==> config.mk <==
export PLATFORM = sky130hd
export DESIGN_NAME = rggen_bit_field_counter_flat
export DESIGN_NICKNAME = d
export VERILOG_FILES = /design/src/rtl/rggen_bit_field_counter_if.sv /design/src/rtl/rggen_bit_field_counter.sv /design/src/flat_wrapper.sv
export SDC_FILE = /design/constraint.sdc
export NUM_CORES = 1
export LEC_CHECK = 0
export ABC_AREA = 1
export BUFFER_PORTS_ARGS = -buffer_cell sky130_fd_sc_hd__buf_4
export CORE_MARGIN = 2
export CORE_UTILIZATION = 25
export DETAILED_ROUTE_END_ITERATION = 7
export SYNTH_ARGS = -nofsm -noshare
export SYNTH_HDL_FRONTEND = slang
export SYNTH_SLANG_ARGS = --single-unit
==> constraint.sdc <==
create_clock -name i_clk -period 1.8 [get_ports i_clk]
set_input_delay 0.18 -clock i_clk [delete_from_list [all_inputs] [get_ports i_clk]]
set_output_delay 0.18 -clock i_clk [all_outputs]
set_load 0.01 [all_outputs]
==> src/rtl/rggen_bit_field_counter_if.sv <==
// Register-decoder to bit-field access interface.
interface rggen_bit_field_if #(
  parameter int WIDTH = 8
);
  logic             valid;
  logic [WIDTH-1:0] read_mask;
  logic [WIDTH-1:0] write_mask;
  logic [WIDTH-1:0] write_data;
  logic [WIDTH-1:0] read_data;
  logic [WIDTH-1:0] value;

  modport master (
    output valid, read_mask, write_mask, write_data,
    input  read_data, value
  );

  modport bit_field (
    input  valid, read_mask, write_mask, write_data,
    output read_data, value
  );
endinterface

==> src/rtl/rggen_bit_field_counter.sv <==
// Software-accessible event counter bit field with clear-on-read, masked writes,
// wrap/saturate overflow and sticky overflow flag. Optional threshold pulse: RGGEN_BIT_FIELD_COUNTER_THRESHOLD_EN.
module rggen_bit_field_counter #(
  parameter int               WIDTH         = 8,
  parameter logic [WIDTH-1:0] INITIAL_VALUE = '0,
  parameter int               INC_WIDTH     = 1,
  parameter bit               CLEAR_ON_READ = 1'b1,
  parameter bit               SATURATE      = 1'b0
)(
  input  logic                 i_clk,
  input  logic                 i_rst_n,
  rggen_bit_field_if.bit_field bit_field_if,
  input  logic                 i_clear,
  input  logic                 i_event,
  input  logic [INC_WIDTH-1:0] i_increment,
  output logic [WIDTH-1:0]     o_value,
  output logic                 o_overflow
`ifdef RGGEN_BIT_FIELD_COUNTER_THRESHOLD_EN
  ,
  input  logic [WIDTH-1:0]     i_threshold,
  output logic                 o_threshold_hit
`endif
);

  logic [WIDTH-1:0] value_q;
  logic             overflow_q;
  logic             read_access;
  logic             write_access;
  logic             read_clear;
  logic [WIDTH-1:0] base_value;
  logic             base_overflow;
  logic [WIDTH:0]   inc_ext;
  logic [WIDTH:0]   sum;
  logic [WIDTH-1:0] next_value;
  logic             next_overflow;

  assign read_access  = bit_field_if.valid && (|bit_field_if.read_mask);
  assign write_access = bit_field_if.valid && (|bit_field_if.write_mask) &&
                        !(|bit_field_if.read_mask);
  assign read_clear   = read_access && CLEAR_ON_READ;
  assign inc_ext      = {{(WIDTH + 1 - INC_WIDTH){1'b0}}, i_increment};

  always_comb begin
    base_value    = value_q;
    base_overflow = overflow_q;
    if (read_clear) begin
      base_value    = '0;
      base_overflow = 1'b0;
    end else if (write_access) begin
      base_value = (bit_field_if.write_data & bit_field_if.write_mask) |
                   (value_q & ~bit_field_if.write_mask);
    end
  end

  // One extra bit catches the carry that signals a lost count.
  assign sum = {1'b0, base_value} + (i_event ? inc_ext : '0);

  always_comb begin
    next_value    = sum[WIDTH-1:0];
    next_overflow = base_overflow;
    if (i_clear) begin
      next_value    = INITIAL_VALUE;
      next_overflow = 1'b0;
    end else if (sum[WIDTH]) begin
      next_overflow = 1'b1;
      if (SATURATE) begin
        next_value = '1;
      end
    end
  end

  always_ff @(posedge i_clk) begin
    if (!i_rst_n) begin
      value_q    <= INITIAL_VALUE;
      overflow_q <= 1'b0;
    end else begin
      value_q    <= next_value;
      overflow_q <= next_overflow;
    end
  end

  assign o_value                = value_q;
  assign o_overflow             = overflow_q;
  assign bit_field_if.value     = value_q;
  assign bit_field_if.read_data = value_q;

`ifdef RGGEN_BIT_FIELD_COUNTER_THRESHOLD_EN
  logic threshold_hit_q;

  // Rising crossings only; clears never announce a crossing.
  always_ff @(posedge i_clk) begin
    if (!i_rst_n) begin
      threshold_hit_q <= 1'b0;
    end else begin
      threshold_hit_q <= !i_clear && !read_clear &&
                         (value_q < i_threshold) && (next_value >= i_threshold);
    end
  end

  assign o_threshold_hit = threshold_hit_q;
`endif

endmodule
==> src/flat_wrapper.sv <==
// flat-port wrapper written by rule: the top's interface ports become plain ports
module rggen_bit_field_counter_flat 
#(
  parameter int               WIDTH         = 8,
  parameter logic [WIDTH-1:0] INITIAL_VALUE = '0,
  parameter int               INC_WIDTH     = 1,
  parameter bit               CLEAR_ON_READ = 1'b1,
  parameter bit               SATURATE      = 1'b0
)
  (i_clk, i_rst_n, i_clear, i_event, i_increment, o_value, o_overflow, bit_field_if_valid, bit_field_if_read_mask, bit_field_if_write_mask, bit_field_if_write_data, bit_field_if_read_data, bit_field_if_value);
  rggen_bit_field_if #(.WIDTH(WIDTH)) bit_field_if_i ();
  input  logic i_clk;
  input  logic i_rst_n;
  input  logic i_clear;
  input  logic i_event;
  input  logic [INC_WIDTH-1:0] i_increment;
  output logic [WIDTH-1:0] o_value;
  output logic o_overflow;
  input wire logic [$bits(bit_field_if_i.valid)-1:0] bit_field_if_valid;
  input wire logic [$bits(bit_field_if_i.read_mask)-1:0] bit_field_if_read_mask;
  input wire logic [$bits(bit_field_if_i.write_mask)-1:0] bit_field_if_write_mask;
  input wire logic [$bits(bit_field_if_i.write_data)-1:0] bit_field_if_write_data;
  output wire logic [$bits(bit_field_if_i.read_data)-1:0] bit_field_if_read_data;
  output wire logic [$bits(bit_field_if_i.value)-1:0] bit_field_if_value;
  assign bit_field_if_i.valid = bit_field_if_valid;
  assign bit_field_if_i.read_mask = bit_field_if_read_mask;
  assign bit_field_if_i.write_mask = bit_field_if_write_mask;
  assign bit_field_if_i.write_data = bit_field_if_write_data;
  assign bit_field_if_read_data = bit_field_if_i.read_data;
  assign bit_field_if_value = bit_field_if_i.value;
  rggen_bit_field_counter #(.WIDTH(WIDTH), .INITIAL_VALUE(INITIAL_VALUE), .INC_WIDTH(INC_WIDTH), .CLEAR_ON_READ(CLEAR_ON_READ), .SATURATE(SATURATE)) u_core (.i_clk(i_clk), .i_rst_n(i_rst_n), .bit_field_if(bit_field_if_i), .i_clear(i_clear), .i_event(i_event), .i_increment(i_increment), .o_value(o_value), .o_overflow(o_overflow));
endmodule
==> results.tsv <==
metric	value	unit
status	complete, no violations	
final hold viol count	0	
VDD IR-drop max	0.174	mV
worst-path fanout max	5	
All-Layer GR Usage	10.4	%
Reg-to-Reg End	u_core.bit_field_if.read_data[6]	
routed length per placed instance	8.82	µm
DP HPWL	1.78	mm
First DRT Iteration DRCs	18	
switching pwr	0.125	mW
DRC Markers	0	
net count after synthesis	178	
crit end category	flip-flop	
Post-Syn Instances	146	
total power	0.474	mW
CP most frequent cell	nor2_1	
Avg Cell Area, Syn	6.26	µm²
worst r2r src	u_core.bit_field_if.read_data[3]	
number of clock sinks	9	
Row Count	21	
fmax	633	MHz
setup violators final	0	
DR vias	966	
Synth top area share	19.7	%
worst slack, placed	-0.0922	ns
top cells by area, synth	dfxtp_1 20%, nand2_1 15%, buf_4 13%	
# port buffers	54	
Die Wd	64.4	µm
vias in the first global route	858	
Unique masters post-synth	26	
PwrDens	354	nW/µm²
Fin Setup TNS	0	ns
TritonCTS clock tree	yes	
area delta synth->final	46.7	%
max-cap violations	0	
fin crit period	1.58	ns
Worst-Margin Slew	0.509	ns
fin worst setup slack	0.220	ns
Worst Reg-to-Reg Cells	10	
Critical Path, Cell by Cell	buf_4, nor2_1, and2_4, nand2_4, and3_1, nand2_1, nor2_1, nor3_2, ha_1, nand3_2, nor2_4, nand2_2, nand2_1, inv_1, nor2_1	
layout cells sized above 1	43.0	%
total gr overflow	0	
CP bufs+invs	2	
fin nets	226	
period utilization	87.8	%
Worst-Skew Late Latency	0.26	ns
worst hold slack	0.274	ns
most frequent cells in the layout	61 x buf_4, 37 x nand2_1, 16 x nor2_1, 16 x inv_1, 9 x dfxtp_1	
R2R setup slack	0.30	ns
Synth Warn #	0	
mapped cell area	913	µm²
# H-tree levels	1	
Initial Util	26.7	%
hold worst-path end	u_core.bit_field_if.read_data[7]	
fin. max-slew vios	0	
antenna violations before repair	0	
Diodes inserted	0	
drt pass-1 iters	4	
WHS Path Cells	4	
CTS root buf	clkbuf_4	
CP startpoint kind	primary input	
die span in y	64.4	µm
core footprint	3420	µm²
worst hold start	i_clear	
total routed wirelength	2.11	mm
Yosys reg bits	9	
clock slew at reported path FFs	0.07	ns
worst path arrival time	1.78	ns
vias per cell	4.04	
CTS Buf Count	3	
CP Class	primary input to flip-flop	
RSZ-0062 raised after global routing	no	
hold crit path type	primary input to flip-flop	
Crit path required time	2.00	ns
Clock power frac	34.6	%
Top Ports	55	
dominant cell type by area after synthesis	dfxtp_1	
CP peak stage delay	0.20	ns
area of the die	4150	µm²
combinational fraction of design power	23.0	%
CTS Buffer Depth	2	
post-synthesis sequential area ratio	19.7	%
Int Power	0.349	mW
Setup Fix Bufs, Post-CTS	0	
Net Sw Frac	26.3	%
Crit. Startpoint	bit_field_if_write_mask[1]	
LEAKAGE	0.719	nW
largest net degree at the start of global routing	15	
global-route wire length before repair	3.51	mm
GPL Wtd Cong	0.727	
Antenna Nets Post-Route	0	
CP max stage cell	ha_1	
leading cell type in the layout, fill and taps excluded	buf_4	
Rel. slew slack	65.9	%
cell family with most CP delay	simple AND/OR/NAND/NOR gates	
Seq pwr share	42.4	%
Worst Skew	0.00147	ns
power by group through the flow:
stage	combinational (mW)	sequential [mW]	clock [mW]
finish	0.109	0.201	0.164
CTS	0.110	0.201	0.168
floorplan	0.0441	0.206	0
detailed placement	0.110	0.205	0
global placement	0.109	0.205	0
global route	0.123	0.201	0.176
cells in the mapped netlist:
cell type,number
clkinv_1,1
nand3_2,2
and2_1,1
nand3_4,1
o21ai_0,5
nand2_1,37
and3_1,1
buf_2,2
nand2_4,1
ha_1,2
a21oi_1,7
inv_1,16
nand2_2,5
inv_2,2
nor2_1,16
nand3_1,7
mux2i_1,2
nor2_4,1
nor2_8,1
buf_4,16
dfxtp_1,9
nor2_2,3
nand4_1,5
nor3_1,1
o21ai_2,1
o21ai_1,1
layer usage:
metal	GRT usage [%]	vias to the layer above	routed length [µm]
met5	0	-	0
met4	3.46	0	12
met3	2.60	2	165
met2	16.9	29	959
met1	13.3	399	972
li1	-	536	-
cell families after synthesis:
kind of cell | synth area share [%]
buf+inv | 22.1
fa+ha+maj | 2.74
compound gates | 8.08
flops | 19.7
simple gates | 45.2
mux | 2.19
area by class of cell:
cell class	count	area, µm²
multi-input combinational	100	547
tap	46	57.6
fill	368	2080
timing repair buffer	61	458
clock buffer	4	26.3
sequential	9	180
inverter	19	71.3
metrics by stage:
| stage | util (%) | area (µm²) | cells |
|---|---|---|---|
| global route | 39.2 | 1340 | 239 |
| global placement | 38.4 | 1310 | 235 |
| finish | 39.2 | 1340 | 239 |
| floorplan | - | 928 | 146 |
| CTS | 39.2 | 1340 | 239 |
| detailed placement | 38.4 | 1310 | 235 |
repair_timing:
| item | in CTS | in global routing |
|---|---|---|
| hold buffers | 0 | 0 |
| gates resized for setup | 0 | 1 |
| endpoints found under the setup margin | 0 | 3 |
sequential cells by signal, summed over array words and instances, names as in the netlist:
name / cells
u_core.o_overflow: 1
u_core.bit_field_if.read_data: 8
tightest hold or removal path: cells and delay by family:
kind	cells	cell delay, ns
simple gates	3	0.24
buf+inv	1	0.08
worst max-delay path by stage:
stage / to / cells past startpoint
finish: u_core.bit_field_if.read_data[6] / 15
global route: u_core.bit_field_if.read_data[6] / 14
CTS: u_core.bit_field_if.read_data[6] / 15
detailed placement: u_core.bit_field_if.read_data[6] / 15
global placement: u_core.bit_field_if.read_data[6] / 15
floorplan: u_core.bit_field_if.read_data[6] / 13
Note: power is estimated with default switching activity, not from simulation.
